<file path="config.mk">
export PLATFORM = sky130hd
export DESIGN_NAME = mipi_rx_lane_ctrl
export DESIGN_NICKNAME = d
export VERILOG_FILES = /design/src/rtl/mipi_rx_lane_ctrl.sv
export SDC_FILE = /design/constraint.sdc
export NUM_CORES = 1
export LEC_CHECK = 0
export CAP_MARGIN = 20
export CORE_ASPECT_RATIO = 1.4
export CORE_MARGIN = 5
export CORE_UTILIZATION = 43
export CTS_CLUSTER_SIZE = 8
export DETAILED_ROUTE_END_ITERATION = 6
export PLACE_DENSITY = 0.66
export SYNTH_ARGS = -nofsm -noshare
export SYNTH_HDL_FRONTEND = slang
export SYNTH_SLANG_ARGS = --single-unit
</file>
<file path="constraint.sdc">
create_clock -name CLK -period 2.81 [get_ports CLK]
set_clock_uncertainty 0.1 [all_clocks]
set_input_delay 0.4215 -clock CLK [delete_from_list [all_inputs] [get_ports CLK]]
set_output_delay 0.4215 -clock CLK [all_outputs]
set_load 0.005 [all_outputs]
</file>
<file path="src/rtl/mipi_rx_lane_ctrl.sv">
// rtl/mipi_rx_lane_ctrl.sv - MIPI D-PHY receive lane LP/HS sequencing controller
module mipi_rx_lane_ctrl #(
    parameter int SETTLE_CYC = 8,
    parameter int SYNC_TMO   = 32
) (
    input  logic       CLK,
    input  logic       RST,
    input  logic       ENABLE,
    input  logic       DRXLPP,
    input  logic       DRXLPN,
    input  logic       SYNC,
    input  logic       ERRSYNC,
    input  logic       NOSYNC,
    output logic       RXLPEN,
    output logic       RXHSEN,
    output logic       HSDESEREN,
    output logic       HSACTIVE,
    output logic       ERR,
    output logic [2:0] STATE
);

    typedef enum logic [2:0] {
        S_OFF      = 3'd0,
        S_STOP     = 3'd1,
        S_HSRQST   = 3'd2,
        S_SETTLE   = 3'd3,
        S_WAITSYNC = 3'd4,
        S_HSDATA   = 3'd5,
        S_WAITSTOP = 3'd6
    } state_t;

    localparam logic [7:0] SETTLE_LAST = 8'(SETTLE_CYC - 1);
    localparam logic [7:0] SYNC_LAST   = 8'(SYNC_TMO - 1);

    state_t     state_q;
    state_t     state_d;
    logic       err_d;
    logic [7:0] cnt_q;
    logic [1:0] lp;

    assign lp    = {DRXLPP, DRXLPN};
    assign STATE = state_q;

    always_comb begin
        state_d = state_q;
        err_d   = 1'b0;
        if (!ENABLE) begin
            state_d = S_OFF;
        end else begin
            case (state_q)
                S_OFF:    state_d = S_STOP;
                S_STOP:   if (lp == 2'b01) state_d = S_HSRQST;
                S_HSRQST: begin
                    case (lp)
                        2'b00:   state_d = S_SETTLE;
                        2'b11:   state_d = S_STOP;
                        2'b10: begin
                            state_d = S_STOP;
                            err_d   = 1'b1;
                        end
                        default: state_d = S_HSRQST;
                    endcase
                end
                S_SETTLE: if (cnt_q == SETTLE_LAST) state_d = S_WAITSYNC;
                S_WAITSYNC: begin
                    // clean sync wins over any simultaneous error indication
                    if (SYNC) begin
                        state_d = S_HSDATA;
                    end else if (ERRSYNC) begin
                        state_d = S_HSDATA;
                        err_d   = 1'b1;
                    end else if (NOSYNC || cnt_q == SYNC_LAST) begin
                        state_d = S_WAITSTOP;
                        err_d   = 1'b1;
                    end
                end
                S_HSDATA, S_WAITSTOP: if (lp == 2'b11) state_d = S_STOP;
                default:  state_d = S_OFF;
            endcase
        end
    end

    always_ff @(posedge CLK or posedge RST) begin
        if (RST) begin
            state_q <= S_OFF;
        end else begin
            state_q <= state_d;
        end
    end

    // counter restarts on entry to each timed state and saturates otherwise
    always_ff @(posedge CLK or posedge RST) begin
        if (RST) begin
            cnt_q <= 8'd0;
        end else if (state_d != state_q && (state_d == S_SETTLE || state_d == S_WAITSYNC)) begin
            cnt_q <= 8'd0;
        end else if (cnt_q != 8'hFF) begin
            cnt_q <= cnt_q + 8'd1;
        end
    end

    always_ff @(posedge CLK or posedge RST) begin
        if (RST) begin
            RXLPEN    <= 1'b0;
            RXHSEN    <= 1'b0;
            HSDESEREN <= 1'b0;
            HSACTIVE  <= 1'b0;
            ERR       <= 1'b0;
        end else begin
            RXLPEN    <= (state_d != S_OFF);
            RXHSEN    <= (state_d == S_SETTLE) || (state_d == S_WAITSYNC) || (state_d == S_HSDATA);
            HSDESEREN <= (state_d == S_WAITSYNC) || (state_d == S_HSDATA);
            HSACTIVE  <= (state_d == S_HSDATA);
            ERR       <= err_d;
        end
    end

endmodule

</file>
==> metrics.yaml, run 1 <==
outcome: "finished clean"
yosysWarnings: 0
netlist_area_mm2: 0.00101
wl_per_cell_um: 15.2
htreeDepth: 1
clk_pin_slew_worst_paths_ps: 90
synth_edf_count: 0
critPathLaunchType: "flip-flop"
fp.dieArea_mm2: 0.00343
layout_commonest_cell: "dfrtp_1"
hold-worst-slack_ps: 389
fin_crit_sh_pct: 92.2
crit_arrival_ps: 2690
synthArstFlopShare_pct: 100
worstPathCellList: "ha_1 > and4_1 > a21o_1 > a2111oi_4 > mux2i_1 > a32oi_4 > a211oi_1"
cts.sinks: 16
finalSetupViolations: 0
antenna_found_initial: 0
gp_congestion: 0.819
dp_hpwl_mm: 1.62
slew_viol_final: 0
layout_common_cells: "dfrtp_1, clkdlybuf4s50_1, nor2_1"
synthCells: 102
hold_path_class: "in2async"
leakage_nw: 0.499
root_buffer: "clkbuf_4"
hold_violations: 0
maxSlewHeadroom_pct: 60.0
cts_resized: 0
maxCapViolations: 0
peakVddDrop_uv: 550
ant_nets: 0
dr.pass1.iters: 4
clock_latency_ps: 290
worstPathMaxFanout: 8
fp.dieH_um: 67.3
synth_ff_type: "dfrtp_1"
dr_total_vias: 841
cpPeakStageDelay_ps: 440
vias_per_cell: 6.01
reg2reg_depth: 7
drc: 0
grt_max_degree: 18
end_kind: "flip-flop"
io_buffers: 15
fin_nets: 128
initial_core_util_pct: 45.9
placementRows: 20
clockBufferDepth: 2
fmax_mhz: 386
synthToLayoutAreaGrowth_pct: 20.1
seq_area_frac_synth_pct: 39.7
global_route.usage.total_pct: 13.1
post-place-ws_ps: -12.5
finalWirelength_mm: 2.13
timing.setup.tns_ps: 0
grt_pass1_vias: 797
drt-initial-drc-count: 14
syn_avg_cell_area_um2: 9.90
ios: 16
crit_family: "compound AO/OA/AOI/OAI gates"
rrSetupSlack_ps: 220
synth_nets: 111
rsz0062_at_grt: "false"
die_w_um: 51.0
n_antenna_cell: 0
cts_tree: "yes"
timing.rr.start: "cnt_q[0]"
synth-seq-cells: 16
period_minus_slack_ps: 2590
synthDistinctLibCells: 38
path_class: "reg2reg"
pwr_density_cell_mw_per_mm2: 619
max_slew.worst_pin.slew_ps: 599
worst_slack_ps: 220
hold_buffers: 0
cp_slowest_cell: "a2111oi_4"
layout-drive-gt1-share_pct: 15.3
required_ps: 2910
grt_pass1_wl_mm: 3.51
post-route-util_pct: 55.1
worstReg2RegEnd: "cnt_q[4]"
design.core.area_mm2: 0.00220
post-cts-setup-buffers: 0
grt_overflow: 0
path_buf_inv: 0
cts_buffers: 3
stage by stage:
stage	instance area [µm²]	std cells	total power, mW
after global placement	1180	136	0.587
after global routing	1210	140	0.804
final	1210	140	0.751
after floorplan	1010	102	0.535
after CTS	1210	140	0.757
after detailed placement	1180	136	0.604
worst register-to-register path, stage by stage, from the launching register on:
cell       delay [ps]
dfrtp_1           420
ha_1              260
and4_1            280
a21o_1            240
a2111oi_4         440
mux2i_1           330
a32oi_4           210
a211oi_1          230
flip-flops by register name, summed over array words and instances, names as in the netlist:
register / count
HSACTIVE: 1
RXLPEN: 1
STATE: 3
ERR: 1
RXHSEN: 1
HSDESEREN: 1
cnt_q: 8
report_power, final:
part	total [mW]	switching [mW]	internal [mW]	leakage, nW
registers	0.377	0.0849	0.292	0.202
logic	0.221	0.110	0.111	0.276
clock network	0.153	0.0741	0.0789	0.0210
worst max path at each step:
stage | start | end | slack (ps) | depth (start not counted)
2_1_floorplan | cnt_q[0] | cnt_q[4] | 390 | 8
3_3_place_gp | DRXLPN | cnt_q[7] | 80 | 7
3_5_place_dp | DRXLPN | cnt_q[2] | -10 | 7
4_1_cts | cnt_q[0] | cnt_q[4] | 200 | 7
5_1_grt | cnt_q[0] | cnt_q[4] | 50 | 7
6_report | cnt_q[0] | cnt_q[4] | 220 | 7
metal layers:
metal / routed length (µm) / up-vias / global-route usage (%)
met5: 0 / - / 0
met4: 6 / 0 / 4.79
met3: 69 / 2 / 1.77
met2: 1150 / 10 / 24.5
met1: 900 / 419 / 14.8
li1: - / 410 / -
synthesized netlist by cell type, drive strengths merged, types with 3 or more instances:
cell	instances	area, µm²
nand2	7	26.3
nor3	5	40.0
o21ai	6	30.0
nor2	12	45.0
inv	4	15.0
nand3	6	30.0
a21oi	6	30.0
buf	3	15.0
dfrtp	16	400
nand2b	4	25.0
a211oi	3	40.0
a31oi	4	25.0
final cells by class:
cell class | instances | area (µm²)
Fill cell | 199 | 990
Multi-Input combinational cell | 78 | 576
Sequential cell | 16 | 400
Timing Repair Buffer | 16 | 158
Clock buffer | 4 | 36.3
Tap cell | 22 | 27.5
Inverter | 4 | 15.0
cell families (layout without fill, tap and decap cells):
| logic type | after synthesis | count (layout) | synth area share (%) |
|---|---|---|---|
| and+or+nand+nor | 45 | 45 | 28.3 |
| AOI/OAI and AO/OA | 27 | 27 | 22.7 |
| DFF | 16 | 16 | 39.7 |
| buffers and inverters | 8 | 24 | 3.34 |
| muxes | 3 | 3 | 3.10 |
| xor gates and xnor gates | 2 | 2 | 1.74 |
| adders and majority gates | 1 | 1 | 1.24 |
Power figures use the tool's default switching activity.
==> run 2: changes to the inputs <==
Settings changed: GPL_ROUTABILITY_DRIVEN set to 0.
==> results of run 2 <==
Final layout, timing and power as in run 1 (identical DEF).
